===== src/rtl/mem_copy_engine_if.sv =====
// Byte-wide memory port between the copy engine and the memory.
// master: engine drives addr/strobes/wdata; slave: memory returns rdata.
interface mem_copy_engine_if #(
  parameter int ADDR_W = 8,
  parameter int DATA_W = 8
);
  logic [ADDR_W-1:0] memory_addr;
  logic              memory_read_enable;
  logic              memory_write_enable;
  logic [DATA_W-1:0] memory_write_data;
  logic [DATA_W-1:0] memory_read_data;

  modport master (
    output memory_addr,
    output memory_read_enable,
    output memory_write_enable,
    output memory_write_data,
    input  memory_read_data
  );

  modport slave (
    input  memory_addr,
    input  memory_read_enable,
    input  memory_write_enable,
    input  memory_write_data,
    output memory_read_data
  );
endinterface


===== src/rtl/mem_copy_engine.sv =====
// Block copy / fill initiator for a byte memory with running checksum.
// Ports: clk, rst_n, start/mode/src/dst/length/fill request, mem bus, busy/done/checksum.
module mem_copy_engine #(
  parameter int ADDR_W = 8,
  parameter int DATA_W = 8
) (
  input  logic                clk,
  input  logic                rst_n,
  input  logic                start,
  input  logic                mode,
  input  logic [ADDR_W-1:0]   src_addr,
  input  logic [ADDR_W-1:0]   dst_addr,
  input  logic [ADDR_W-1:0]   length,
  input  logic [DATA_W-1:0]   fill_value,
  mem_copy_engine_if.master   mem,
  output logic                busy,
  output logic                done,
  output logic [DATA_W-1:0]   checksum
);

  typedef enum logic [1:0] {
    IDLE  = 2'd0,
    READ  = 2'd1,
    CAPT  = 2'd2,
    WRITE = 2'd3
  } state_e;

  state_e state_q, state_d;

  logic [ADDR_W-1:0] src_q, src_d;
  logic [ADDR_W-1:0] dst_q, dst_d;
  logic [ADDR_W-1:0] rem_q, rem_d;
  logic              mode_q, mode_d;
  logic [DATA_W-1:0] fill_q, fill_d;

  logic [ADDR_W-1:0] addr_q, addr_d;
  logic              re_q, re_d;
  logic              we_q, we_d;
  logic [DATA_W-1:0] wdata_q, wdata_d;
  logic              busy_q, busy_d;
  logic              done_q, done_d;
  logic [DATA_W-1:0] csum_q, csum_d;

  logic last;
  assign last = (rem_q == {{(ADDR_W-1){1'b0}}, 1'b1});

  // state register
  always_ff @(posedge clk or negedge rst_n) begin
    if (!rst_n) begin
      state_q <= IDLE;
    end else begin
      state_q <= state_d;
    end
  end

  // next state
  always_comb begin
    state_d = state_q;
    unique case (state_q)
      IDLE: begin
        if (start && (length != '0)) begin
          state_d = mode ? WRITE : READ;
        end
      end
      READ:  state_d = CAPT;
      CAPT:  state_d = WRITE;
      WRITE: begin
        if (last) begin
          state_d = IDLE;
        end else if (mode_q) begin
          state_d = WRITE;
        end else begin
          state_d = READ;
        end
      end
    endcase
  end

  // Datapath and registered outputs. The first case updates the
  // working registers for the current state; the second sets the
  // strobes for the state being entered so they appear right after
  // the edge that enters it.
  always_comb begin
    src_d   = src_q;
    dst_d   = dst_q;
    rem_d   = rem_q;
    mode_d  = mode_q;
    fill_d  = fill_q;
    addr_d  = addr_q;
    re_d    = 1'b0;
    we_d    = 1'b0;
    wdata_d = wdata_q;
    busy_d  = 1'b0;
    done_d  = 1'b0;
    csum_d  = csum_q;

    unique case (state_q)
      IDLE: begin
        if (start) begin
          src_d  = src_addr;
          dst_d  = dst_addr;
          rem_d  = length;
          mode_d = mode;
          fill_d = fill_value;
          csum_d = '0;
          done_d = (length == '0);
        end
      end
      READ: begin
      end
      CAPT: begin
        wdata_d = mem.memory_read_data;
      end
      WRITE: begin
        csum_d = csum_q + wdata_q;
        src_d  = src_q + 1'b1;
        dst_d  = dst_q + 1'b1;
        rem_d  = rem_q - 1'b1;
        done_d = last;
      end
    endcase

    unique case (state_d)
      IDLE: begin
      end
      READ: begin
        addr_d = src_d;
        re_d   = 1'b1;
        busy_d = 1'b1;
      end
      CAPT: begin
        busy_d = 1'b1;
      end
      WRITE: begin
        addr_d = dst_d;
        we_d   = 1'b1;
        busy_d = 1'b1;
        if (mode_d) begin
          wdata_d = fill_d;
        end
      end
    endcase
  end

  always_ff @(posedge clk or negedge rst_n) begin
    if (!rst_n) begin
      src_q   <= '0;
      dst_q   <= '0;
      rem_q   <= '0;
      mode_q  <= 1'b0;
      fill_q  <= '0;
      addr_q  <= '0;
      re_q    <= 1'b0;
      we_q    <= 1'b0;
      wdata_q <= '0;
      busy_q  <= 1'b0;
      done_q  <= 1'b0;
      csum_q  <= '0;
    end else begin
      src_q   <= src_d;
      dst_q   <= dst_d;
      rem_q   <= rem_d;
      mode_q  <= mode_d;
      fill_q  <= fill_d;
      addr_q  <= addr_d;
      re_q    <= re_d;
      we_q    <= we_d;
      wdata_q <= wdata_d;
      busy_q  <= busy_d;
      done_q  <= done_d;
      csum_q  <= csum_d;
    end
  end

  assign mem.memory_addr         = addr_q;
  assign mem.memory_read_enable  = re_q;
  assign mem.memory_write_enable = we_q;
  assign mem.memory_write_data   = wdata_q;
  assign busy                    = busy_q;
  assign done                    = done_q;
  assign checksum                = csum_q;

endmodule


===== src/flat_wrapper.sv =====
// flat-port wrapper written by rule: the top's interface ports become plain ports
module mem_copy_engine_flat 
#(
  parameter int ADDR_W = 8,
  parameter int DATA_W = 8
)
  (clk, rst_n, start, mode, src_addr, dst_addr, length, fill_value, busy, done, checksum, mem_memory_addr, mem_memory_read_enable, mem_memory_write_enable, mem_memory_write_data, mem_memory_read_data);
  mem_copy_engine_if #(.ADDR_W(ADDR_W), .DATA_W(DATA_W)) mem_i ();
  input  logic clk;
  input  logic rst_n;
  input  logic start;
  input  logic mode;
  input  logic [ADDR_W-1:0] src_addr;
  input  logic [ADDR_W-1:0] dst_addr;
  input  logic [ADDR_W-1:0] length;
  input  logic [DATA_W-1:0] fill_value;
  output logic busy;
  output logic done;
  output logic [DATA_W-1:0] checksum;
  output wire logic [$bits(mem_i.memory_addr)-1:0] mem_memory_addr;
  output wire logic [$bits(mem_i.memory_read_enable)-1:0] mem_memory_read_enable;
  output wire logic [$bits(mem_i.memory_write_enable)-1:0] mem_memory_write_enable;
  output wire logic [$bits(mem_i.memory_write_data)-1:0] mem_memory_write_data;
  input wire logic [$bits(mem_i.memory_read_data)-1:0] mem_memory_read_data;
  assign mem_memory_addr = mem_i.memory_addr;
  assign mem_memory_read_enable = mem_i.memory_read_enable;
  assign mem_memory_write_enable = mem_i.memory_write_enable;
  assign mem_memory_write_data = mem_i.memory_write_data;
  assign mem_i.memory_read_data = mem_memory_read_data;
  mem_copy_engine #(.ADDR_W(ADDR_W), .DATA_W(DATA_W)) u_core (.clk(clk), .rst_n(rst_n), .start(start), .mode(mode), .src_addr(src_addr), .dst_addr(dst_addr), .length(length), .fill_value(fill_value), .mem(mem_i), .busy(busy), .done(done), .checksum(checksum));
endmodule

===== config.mk =====
export PLATFORM = sky130hd
export DESIGN_NAME = mem_copy_engine_flat
export DESIGN_NICKNAME = d
export VERILOG_FILES = /design/src/rtl/mem_copy_engine_if.sv /design/src/rtl/mem_copy_engine.sv /design/src/flat_wrapper.sv
export SDC_FILE = /design/constraint.sdc
export NUM_CORES = 1
export LEC_CHECK = 0
export CAP_MARGIN = 20
export CORE_ASPECT_RATIO = 0.9
export CORE_UTILIZATION = 30
export DETAILED_ROUTE_END_ITERATION = 10
export SLEW_MARGIN = 0
export SYNTH_ARGS = -nofsm -noshare
export SYNTH_HDL_FRONTEND = slang
export SYNTH_SLANG_ARGS = --single-unit

===== constraint.sdc =====
create_clock -name clk -period 3.9 [get_ports clk]
set_clock_uncertainty 0.15 [all_clocks]
set_input_delay 0.39 -clock clk [delete_from_list [all_inputs] [get_ports clk]]
set_output_delay 0.39 -clock clk [all_outputs]
set_load 0.1 [all_outputs]

# ---- After elaboration in Yosys (flattened, before gate mapping)
# Index checks and enable logic that the tools add are counted.
dict set report classes {
  n_addsub 4
  eq_ne 8
  mux 26
  n_reduce_logical 8
}
# operator n
set op_table {}
lappend op_table {{one-hot mux 8 bit (2 select lines)} 5}
lappend op_table {{2-to-1 mux 8 bit} 9}
lappend op_table {{adder 8 x 1 -> 8 bit, second input constant} 2}
lappend op_table {{adder 8 bit} 1}
lappend op_table {{== test 2 bit, second input constant} 4}
lappend op_table {{== test 8 x 1 -> 1 bit, second input constant} 1}
lappend op_table {{zero test 8 bit} 1}
lappend op_table {{2-to-1 mux 2 bit} 4}
lappend op_table {{one-hot mux 2 bit (4 select lines)} 1}
lappend op_table {{nonzero test 8 bit} 1}
lappend op_table {{subtractor 8 x 1 -> 8 bit, second input constant} 1}
lappend op_table {{2-to-1 mux 1 bit} 6}
lappend op_table {{== test 2 x 1 -> 1 bit, second input constant} 2}
lappend op_table {{nonzero test 2 bit} 2}
lappend op_table {{OR reduction 3 bit} 1}
lappend op_table {{zero test 2 bit} 1}
lappend op_table {{!= test 2 bit, second input constant} 1}
lappend op_table {{one-hot mux 1 bit (2 select lines)} 1}
lappend op_table {{AND reduction 2 bit} 1}
lappend op_table {{logical AND 1 bit} 1}
dict set report totals {
  register_bits 63
  output_inout_bits 28
  input_bits 44
}

# ---- Depth between registers and ports, before layout
# Gate-level depths: netlist (run 1).
dict set report depth {
  word_depth 7
  mapped_depth 10
  depth_no_buf 8
}

# ---- Worst setup path before layout (run 1)
# Ideal clock, no wire load.
dict set report synth_timing {
  path_kind {register to register}
  from {register u_core.csum_q[1] (netlist: u_core.checksum[1])}
  to {register u_core.csum_q[7] (netlist: u_core.checksum[7])}
  arrival_time_ns 2.350
  setup_time_ns 0.127
  path_slack_ns 1.273
  n_path_buf 0
  t_required_ns 3.623
  stages_incl_launch_ff 8
  cell_sequence {dfrtp_1 > ha_1 > a21oi_1 > o211ai_1 > o41ai_1 > xnor2_1 > mux2i_1 > nor3_1}
}
dict set report synth_via {
  elab_chain_cells 2
}
# item line
set synth_lines {}
lappend synth_lines {{start, declared} mem_copy_engine.sv:42} ;# logic [DATA_W-1:0] csum_q, csum_d;
lappend synth_lines {{start signal, assigned} mem_copy_engine.sv:171} ;# csum_q <= csum_d;
lappend synth_lines {{adder 8 bit} mem_copy_engine.sv:115} ;# csum_d = csum_q + wdata_q;
lappend synth_lines {{one-hot mux 8 bit (2 select lines)} mem_copy_engine.sv:97} ;# unique case (state_q)
# No other way between the ends.
# A chain may end at the register's enable or synchronous reset.

# ---- Final worst setup path (run 1)
dict set report layout_timing {
  from {register u_core.state_q[1]}
  to {register u_core.wdata_q[7] (netlist: u_core.mem.memory_write_data[7])}
}
dict set report layout_via {
  elab_chain_cells 4
  elab_cells_between_ends 12
}
# item line
set layout_lines {}
lappend layout_lines {{start, declared} mem_copy_engine.sv:28} ;# state_e state_q, state_d;
lappend layout_lines {{start signal, assigned} mem_copy_engine.sv:52} ;# state_q <= state_d;
lappend layout_lines {{== test 2 bit, or another cell as far along} mem_copy_engine.sv:59} ;# unique case (state_q)
lappend layout_lines {{one-hot mux 2 bit (4 select lines), or another cell as far along} mem_copy_engine.sv:59}
lappend layout_lines {{== test 2 bit or 2-to-1 mux 8 bit (tied branches)} {mem_copy_engine.sv:123, mem_copy_engine.sv:138}}
lappend layout_lines {{2-to-1 mux 8 bit *} mem_copy_engine.sv:123} ;# unique case (state_d)
lappend layout_lines {{via u_core.wdata_d[7]} mem_copy_engine.sv:39} ;# logic [DATA_W-1:0] wdata_q, wdata_d;
lappend layout_lines {{end signal, assigned} mem_copy_engine.sv:168} ;# wdata_q <= wdata_d;
lappend layout_lines {{end, declared} mem_copy_engine.sv:39}
# Mark *: on every way through the listed nets, which the timed path passes. The rest lies on a longest branch.

==> impl_metrics.csv, run 1 <==
group,metric,value,unit
synthesis,yosys.area.top_type_share,45.2,%
synthesis,synthMuxAreaShare,11.8,%
sta,finalCriticalPeriod,2.91,ns
placed_design,hpwl,6680,um
setup_path,crit_fanout,17,
cts,ctsHoldBuffers,0,
power_and_ir_drop,power.total,0.00232,W
sta,finalCritPeriodShare,74.6,%
synthesis,ys_seq_elements,63,
setup_path,path_class,"reg -> reg",
sta,grt_setup_unrepaired,"false",
synthesis,seq_area_frac_synth,45.2,%
cts,clk_pin_slew_worst_paths,0.06,ns
placed_design,place_congestion,0.864,
cts,cts_resized,0,
final_layout,multi_input_area,0.00180,mm^2
synthesis,syn-num-nets,410,
synthesis,synth_fa_ha_area_share,5.60,%
setup_path,worstPathRequired,3.95,ns
synthesis,synth_cell_type_count,43,
grt,first_global_vias,2834,
setup_path,timing.rr.end,"u_core.mem.memory_write_data[7]$_DFF_PN0_",
detailed_routing,wl_per_cell,15.8,um
final_layout,register_area,0.00158,mm^2
synthesis,synthFlopType,"dfrtp_1",
final_layout,final_cell_mix,"clkdlybuf4s50_1, dfrtp_1, nand2_1",
synthesis,synthSimpleGateAreaFrac,15.5,%
cts,h-tree-depth,3,
synthesis,syn-instance-count,351,
synthesis,synth_edf_count,0,
floorplan,core_area,0.0111,mm^2
floorplan,die_x,116,um
cts,cts_buffer_depth,2,
cts,cts_made_buffers,9,
job,cap_violations,0,
synthesis,synth_xor_area_share,2.01,%
final_layout,fill_cells,1098,
synthesis,yosys.area.top_type,"dfrtp_1",
sta,slew_headroom,31.5,%
final_layout,antenna_cells,0,
final_layout,syn_to_final_growth,34.4,%
setup_path,arrival,2.96,ns
grt,overflow,0,
sta,fin_tns_setup,0,ns
detailed_routing,drt-initial-drc-count,109,
grt,grt_antenna_before_repair,0,
final_layout,drive_gt1_share,12.4,%
final_layout,finalInstanceArea,0.00468,mm^2
status,status,"completed",
power_and_ir_drop,ir_drop,268,uV
final_layout,final_common_cell,"clkdlybuf4s50_1",
setup_path,rrSetupSlack,0.99,ns
detailed_routing,ant_nets,0,
detailed_routing,totalWireLength,9200,um
synthesis,yosys_warnings,0,
cts,cts_sinks,63,
floorplan,io_pins,72,
min_path,hold_end,"u_core.mem.memory_addr[6]$_DFFE_PN0P_",
grt,grt_pass1_wl,14700,um
min_path,hold_class,"reg -> reg",
power_and_ir_drop,power_density,495,mW/mm^2
placed_design,dpl_cell_area,0.00435,mm^2
final_layout,fin_nets,483,
floorplan,die_h,104,um
synthesis,synth_compound_area_share,16.6,%
detailed_routing,vias,2928,
setup_path,r2r-start,"u_core.state_q[1]$_DFF_PN0_",
floorplan,dieArea,0.0121,mm^2
synthesis,syn_area,0.00349,mm^2
synthesis,synth_top_family_by_area,"compound AO/OA/AOI/OAI gates",
sta,fmax,344,MHz
placed_design,port_buffers,71,
min_path,worstHoldStart,"u_core.mem.memory_addr[6]$_DFFE_PN0P_",
setup_path,rr_worst_depth,8,
sta,hold_violations,0,
cts,clk-insertion-delay-late,0.32,ns
min_path,hold_depth,2,
detailed_routing,dr.pass1.iters,4,
setup_path,crit_path_end_kind,"flip-flop",
grt,grt_start_max_net_pins,49,
synthesis,synth_area_leaders,"dfrtp_1, mux2_2, ha_1",
synthesis,syn_area_per_cell,9.93,um^2
cts,cts_tree,"done",
sta,setup_violations,0,
floorplan,start_util,31.5,%
cts,clock-root-buffer,"clkbuf_16",
power_and_ir_drop,p_leak,1.93,nW
cts,post_cts_buffers,0,
detailed_routing,drc,0,
setup_path,start_kind,"flip-flop",
synthesis,async_reset_ff_share,100,%
sta,tightest_slew,1.02,ns
floorplan,rows,36,
detailed_routing,viasPerCell,5.04,
grt,track_usage,15.9,%
sta,slew_viol_final,0,
## where the power goes
part           total, W  internal [W]  switching [W]  leakage (nW)
Clock          0.000799      0.000498       0.000301         0.139
Combinational  0.000769      0.000245       0.000524          1.07
Sequential     0.000749      0.000701      0.0000480         0.730
## per-stage QoR
step                      setup slack [ns]  hold slack [ns]  std cells  util [%]
after floorplan                       1.27          -0.0556        351         -
after global placement               0.842            0.327        562      39.2
after detailed placement             0.868            0.331        563      39.3
after CTS                            0.967            0.158        579      42.0
after global routing                 0.776            0.356        581      42.3
final                                0.989            0.340        581      42.3
## worst max path at each step
stage / startpoint / end / cells past startpoint
4_1_cts: u_core.state_q[1]$_DFF_PN0_ / u_core.mem.memory_write_data[7]$_DFF_PN0_ / 8
6_report: u_core.state_q[1]$_DFF_PN0_ / u_core.mem.memory_write_data[7]$_DFF_PN0_ / 8
2_1_floorplan: u_core.checksum[1]$_DFFE_PN0P_ / u_core.checksum[7]$_DFFE_PN0P_ / 7
3_3_place_gp: length[5] / u_core.mem.memory_write_data[1]$_DFF_PN0_ / 7
5_1_grt: u_core.state_q[0]$_DFF_PN0_ / u_core.mem.memory_write_data[7]$_DFF_PN0_ / 8
3_5_place_dp: length[5] / u_core.mem.memory_write_data[2]$_DFF_PN0_ / 7
## area by class of cell
type	count	share of cell area [%]
multi-input cells	261	38.4
flip-flops and latches	63	33.7
clock buffers	10	4.89
repair buffers	79	16.7
well taps	152	4.06
clock inverters	6	1.52
inverters	10	0.801
## Yosys cell counts (3+ instances only)
cell type / number
a21oi_1: 18
nand2b_1: 3
a221o_1: 4
dfrtp_1: 63
o22ai_1: 5
nand3_1: 10
nor4_1: 6
nand2_1: 46
nand4_1: 3
mux2i_1: 12
o211ai_1: 3
o22a_1: 6
nor2_1: 19
mux2_2: 26
ha_1: 14
o21ai_0: 33
clkbuf_1: 11
o221ai_1: 4
nor2b_1: 10
buf_2: 4
xnor2_1: 3
nand3b_1: 3
inv_1: 10
and3_1: 4
xor2_1: 5
## worst max-delay path, cell delays in order (launching register included)
cell     delay (ns)
dfrtp_1        0.44
inv_1          0.08
ha_1           0.57
nor2_1         0.16
a21oi_1        0.17
o21ai_0        0.10
o221a_2        0.26
nor3b_4        0.47
mux2_2         0.39
## sequential cells by signal, summed over array words and instances (netlist names)
| register | flops |
|---|---|
| u_core.fill_q | 8 |
| u_core.checksum | 8 |
| u_core.busy | 1 |
| u_core.mem.memory_addr | 8 |
| u_core.done | 1 |
| u_core.mem.memory_read_enable | 1 |
| u_core.rem_q | 8 |
| u_core.src_q | 8 |
| u_core.mode_q | 1 |
| u_core.mem.memory_write_data | 8 |
| u_core.dst_q | 8 |
| u_core.mem.memory_write_enable | 1 |
| u_core.state_q | 2 |
## cells by family (layout without fill, tap and decap cells)
family                   Yosys count  count (layout)
AND/OR/NAND/NOR                  111             111
AO/OA/AOI/OAI                     89              89
flip-flops                        63              63
multiplexers                      38              38
buffers and inverters             27             105
adder cells (fa/ha/maj)           15              15
XOR/XNOR                           8               8
## metal layers
| layer | GRT usage (%) | part of all wire [%] |
|---|---|---|
| met5 | 0 | 0 |
| met4 | 5.31 | 0.78 |
| met3 | 2.74 | 5.5 |
| met2 | 22.5 | 43 |
| met1 | 24.1 | 51 |
Note: power is estimated with default switching activity, not from simulation.
==> run 2: changes to the inputs <==
==> constraint.sdc (replaced) <==
create_clock -name clk -period 2.8 [get_ports clk]
set_clock_uncertainty 0.15 [all_clocks]
set_input_delay 0.28 -clock clk [delete_from_list [all_inputs] [get_ports clk]]
set_output_delay 0.28 -clock clk [all_outputs]
set_load 0.1 [all_outputs]
==> impl_metrics.csv, run 2 (synthesized netlist as in run 1, its figures left out) <==
group,metric,value,unit
grt,overflow,0,
detailed_routing,ant_nets,0,
sta,fmax,382,MHz
cts,clk_pin_slew_worst_paths,0.06,ns
cts,cts_tree,"done",
sta,finalCriticalPeriod,2.62,ns
placed_design,dp.cells,574,
final_layout,antenna_cells,0,
detailed_routing,vias,2986,
power_and_ir_drop,p_comb_share,30.7,%
power_and_ir_drop,power_density,722,mW/mm^2
floorplan,die_h,104,um
setup_path,crit_path_end_kind,"flip-flop",
setup_path,start_kind,"flip-flop",
cts,cts_buffer_depth,2,
grt,grt_antenna_before_repair,0,
sta,tightest_slew,0.802,ns
final_layout,fill_cells,1108,
power_and_ir_drop,switching_share,35.9,%
grt,grt_pass1_wl,15400,um
floorplan,core_area,0.0111,mm^2
cts,clock-root-buffer,"clkbuf_16",
detailed_routing,drt-initial-drc-count,184,
final_layout,final_cell_mix,"dfrtp_1, nand2_1, buf_4",
grt,met2_usage,23.5,%
final_layout,fin_nets,493,
setup_path,worstPathRequired,2.90,ns
grt,groute.layer.met3.usage,2.80,%
grt,busiest_layer,"met1",
detailed_routing,dr.pass1.iters,4,
setup_path,crit_fanout,11,
grt,track_usage,16.6,%
power_and_ir_drop,ir_drop,372,uV
grt,grt_start_max_net_pins,64,
setup_path,arrival,2.72,ns
grt,first_global_vias,2962,
floorplan,die_x,116,um
sta,slew_viol_final,0,
cts,clk-insertion-delay-late,0.33,ns
detailed_routing,viasPerCell,5.05,
placed_design,hpwl,6840,um
cts,h-tree-depth,3,
sta,hold_violations,0,
final_layout,finalInstanceArea,0.00474,mm^2
sta,finalCritPeriodShare,93.6,%
placed_design,port_buffers,71,
cts,cts_made_buffers,9,
floorplan,io_pins,72,
power_and_ir_drop,p_leak,2.04,nW
detailed_routing,totalWireLength,9320,um
placed_design,place_congestion,0.937,
sta,setup_violations,0,
sta,fin_tns_setup,0,ns
floorplan,start_util,31.5,%
power_and_ir_drop,power.net_switching,0.00123,W
detailed_routing,drc,0,
final_layout,final_common_cell,"dfrtp_1",
power_and_ir_drop,p_int,0.00219,W
cts,cts_sinks,63,
grt,met1_usage,24.4,%
job,cap_violations,0,
setup_path,path_class,"reg -> reg",
final_layout,syn_to_final_growth,36.1,%
final_layout,drive_gt1_share,21.0,%
floorplan,rows,36,
floorplan,dieArea,0.0121,mm^2
power_and_ir_drop,clkPwrFrac,38.7,%
cts,post_cts_buffers,0,
cts,cts_resized,0,
detailed_routing,wl_per_cell,15.8,um
sta,slew_headroom,45.9,%
min_path,hold_class,"reg -> reg",
final_layout,final_cells,591,
sta,grt_setup_unrepaired,"false",
status,status,"completed",
power_and_ir_drop,p_seq_share,30.6,%
placed_design,dpl_cell_area,0.00438,mm^2
[run 2: changes by cell type in the layout (fill, tap and decap cells not counted), sizes merged]
cell,change
clkinvlp,-2
inv,+1
clkinv,-1
bufinv,+2
clkdlybuf4s50,-28
buf,+38
[run 2: through the flow]
stage | total power [W] | utilization [%] | hold WS, ns | setup slack, ns
global route | 0.00356 | 42.8 | 0.352 | 0.0472
floorplan | 0.00183 | - | -0.166 | 0.173
CTS | 0.00345 | 42.8 | 0.347 | 0.238
global placement | 0.00210 | 39.5 | 0.169 | 0.170
detailed placement | 0.00212 | 39.5 | 0.172 | 0.179
finish | 0.00342 | 42.8 | 0.343 | 0.179
[run 2: cell type report]
class	instances	area, um^2	area share [%]
well taps	152	190	4.01
multi-input cells	261	1800	37.9
clock buffers	10	239	5.04
inverters	10	37.5	0.791
clock inverters	6	116	2.45
repair buffers	89	786	16.6
flip-flops and latches	63	1580	33.2
[run 2: repair_timing]
item / CTS / global route
hold endpoints to repair: 63 / 0
hold buffers: 1 / 0
endpoints found under the setup margin: 0 / 0
[run 2: critical path: stages, from the launching register on]
cell      delay [ns]
dfrtp_1         0.45
inv_1           0.07
ha_1            0.28
nand2b_1        0.30
buf_4           0.25
o311ai_0        0.71
mux2i_1         0.15
o21ai_0         0.18
[run 2: path summary, 6_finish.rpt]
check / startpoint / endpoint / slack (ns) / cells after the start
max in group asynchronous: rst_n / u_core.dst_q[1]$_DFF_PN0_ / 1.87 / 3
min in group asynchronous: rst_n / u_core.mem.memory_write_enable$_DFF_PN0_ / 0.35 / 3
worst max-delay path: u_core.state_q[1]$_DFF_PN0_ / u_core.mem.memory_addr[3]$_DFFE_PN0P_ / 0.18 / 7
worst max register to register: u_core.state_q[1]$_DFF_PN0_ / u_core.mem.memory_addr[3]$_DFFE_PN0P_ / 0.18 / 7
worst min register to register: u_core.mem.memory_addr[4]$_DFFE_PN0P_ / u_core.mem.memory_addr[4]$_DFFE_PN0P_ / 0.34 / 2
worst min-delay path: u_core.mem.memory_addr[4]$_DFFE_PN0P_ / u_core.mem.memory_addr[4]$_DFFE_PN0P_ / 0.34 / 2
[run 2: metal layers]
metal | routed length (um) | share of wire [%] | vias to the layer above
met4 | 206 | 2.2 | 0
met1 | 4540 | 49 | 1448
met3 | 497 | 5.3 | 14
met5 | 0 | 0 | -
li1 | - | - | 1445
met2 | 4070 | 44 | 79
[run 2: power by group through the flow]
stage	Sequential [W]	Combinational [W]	Clock [W]
4_1_cts	0.00105	0.00106	0.00134
3_5_place_dp	0.00107	0.00105	0
2_1_floorplan	0.00152	0.000309	0
6_report	0.00105	0.00105	0.00132
3_3_place_gp	0.00106	0.00104	0
5_1_grt	0.00106	0.00112	0.00139
==> run 3: changes to the inputs <==
--- a/config.mk
+++ b/config.mk
@@ -6,9 +6,13 @@
 export NUM_CORES = 1
 export LEC_CHECK = 0
 export CAP_MARGIN = 20
+export CELL_PAD_IN_SITES_DETAIL_PLACEMENT = 0
+export CELL_PAD_IN_SITES_GLOBAL_PLACEMENT = 1
 export CORE_ASPECT_RATIO = 0.9
-export CORE_UTILIZATION = 30
+export CORE_MARGIN = 3
+export CORE_UTILIZATION = 39
 export DETAILED_ROUTE_END_ITERATION = 10
+export PLACE_DENSITY_LB_ADDON = 0.1
 export SLEW_MARGIN = 0
 export SYNTH_ARGS = -nofsm -noshare
 export SYNTH_HDL_FRONTEND = slang
==> impl_metrics.csv, run 3 (synthesized netlist as in run 1, its figures left out) <==
group,metric,value,unit
cts,cts_tree,"done",
placed_design,hpwl,6640,um
grt,grt_pass1_wl,14800,um
setup_path,start_kind,"flip-flop",
cts,cts_buffer_depth,2,
grt,grt_start_max_net_pins,64,
status,status,"completed",
floorplan,rows,32,
setup_path,path_class,"reg -> reg",
setup_path,worstPathRequired,2.88,ns
final_layout,antenna_cells,0,
power_and_ir_drop,p_leak,1.99,nW
power_and_ir_drop,power.total,0.00297,W
sta,grt_setup_unrepaired,"false",
detailed_routing,dr.pass1.iters,5,
power_and_ir_drop,ir_drop,578,uV
placed_design,port_buffers,71,
detailed_routing,drc,0,
sta,tightest_slew,0.425,ns
detailed_routing,vias,2910,
setup_path,crit_fanout,10,
cts,post_cts_buffers,0,
floorplan,io_pins,72,
cts,h-tree-depth,3,
sta,fin_tns_setup,0,ns
cts,cts_sinks,63,
placed_design,place_congestion,0.779,
cts,clk_pin_slew_worst_paths,0.07,ns
final_layout,fin_nets,495,
grt,first_global_vias,2864,
cts,cts_made_buffers,9,
floorplan,dieArea,0.0101,mm^2
detailed_routing,ant_nets,0,
final_layout,final_common_cell,"dfrtp_1",
sta,hold_violations,0,
detailed_routing,wl_per_cell,16.2,um
job,cap_violations,0,
sta,slew_headroom,71.3,%
final_layout,syn_to_final_growth,31.6,%
floorplan,core_area,0.00865,mm^2
floorplan,die_h,95.7,um
sta,finalCriticalPeriod,2.55,ns
sta,finalCritPeriodShare,91.2,%
setup_path,crit_path_end_kind,"flip-flop",
floorplan,die_x,106,um
grt,track_usage,18.5,%
power_and_ir_drop,power_density,649,mW/mm^2
setup_path,rrSetupSlack,0.25,ns
final_layout,final_cell_mix,"dfrtp_1, nand2_1, buf_4",
min_path,hold_class,"in -> async",
detailed_routing,drt-initial-drc-count,203,
sta,slew_viol_final,0,
setup_path,r2r-start,"u_core.state_q[1]$_DFF_PN0_",
cts,clock-root-buffer,"clkbuf_8",
detailed_routing,totalWireLength,9060,um
detailed_routing,viasPerCell,5.20,
setup_path,arrival,2.63,ns
sta,setup_violations,0,
final_layout,final_util,53.0,%
sta,fmax,392,MHz
setup_path,critPathLaunch,"u_core.state_q[1]$_DFF_PN0_",
cts,clk-insertion-delay-late,0.34,ns
final_layout,drive_gt1_share,21.1,%
floorplan,start_util,40.3,%
grt,overflow,0,
grt,grt_antenna_before_repair,0,
run 3: cell types whose count changed in the layout (fill, tap and decap cells not counted), sizes merged:
| cell | delta |
|---|---|
| buf | +2 |
| bufinv | -1 |
| clkbuf | +1 |
| clkinvlp | +1 |
| inv | -1 |
run 3: path summary, 6_finish.rpt:
| kind | endpoint | cells after the start |
|---|---|---|
| worst max-delay path | u_core.mem.memory_addr[5]$_DFFE_PN0P_ | 7 |
| worst min-delay path | u_core.src_q[0]$_DFF_PN0_ | 3 |
| worst max register to register | u_core.mem.memory_addr[5]$_DFFE_PN0P_ | 7 |
| worst min register to register | u_core.mem.memory_addr[4]$_DFFE_PN0P_ | 2 |
| max in group asynchronous | u_core.fill_q[0]$_DFF_PN0_ | 3 |
| min in group clk | u_core.mem.memory_addr[4]$_DFFE_PN0P_ | 2 |
run 3: metrics by stage:
stage	hold slack, ns	cells	worst slack (ns)	area, um^2
2_1_floorplan	-0.166	351	0.173	3490
3_3_place_gp	0.174	543	0.154	4350
3_5_place_dp	0.174	543	0.141	4350
4_1_cts	0.343	560	0.179	4590
5_1_grt	0.365	560	0.00249	4590
6_report	0.329	560	0.247	4590
run 3: metal layers:
| layer | global-route usage (%) | share of wire [%] | up-vias |
|---|---|---|---|
| met5 | 0 | 0 | - |
| met4 | 3.56 | 0.75 | 0 |
| met3 | 5.50 | 5.9 | 6 |
| met2 | 26.9 | 44 | 69 |
| met1 | 27.5 | 50 | 1386 |
| li1 | - | - | 1449 |
run 3: final cells by class:
| class | count | area, um^2 |
|---|---|---|
| clock buffers | 11 | 141 |
| flip-flops and latches | 63 | 1580 |
| well taps | 119 | 149 |
| multi-input cells | 261 | 1800 |
| fillers | 821 | 4060 |
| clock inverters | 5 | 81.3 |
| inverters | 10 | 37.5 |
| repair buffers | 91 | 801 |
run 3: timing repair:
action / 4_1_cts / 5_1_grt
hold buffers: 1 / 0
gates resized for setup: 0 / 2
endpoints found under the setup margin: 0 / 1
hold endpoints to repair: 63 / 0
run 3: critical path, stage by stage (launching register included):
cell,delay (ns)
dfrtp_1,0.48
inv_1,0.07
ha_1,0.37
nand2b_1,0.36
o21ai_0,0.15
a221o_1,0.34
mux2_2,0.27
mux2_2,0.26
run 3: power by group:
part	internal [W]	total, W	switching, W
registers	0.000975	0.00104	0.0000637
logic	0.000319	0.00105	0.000728
clock network	0.000526	0.000889	0.000363
total	0.00182	0.00297	0.00116
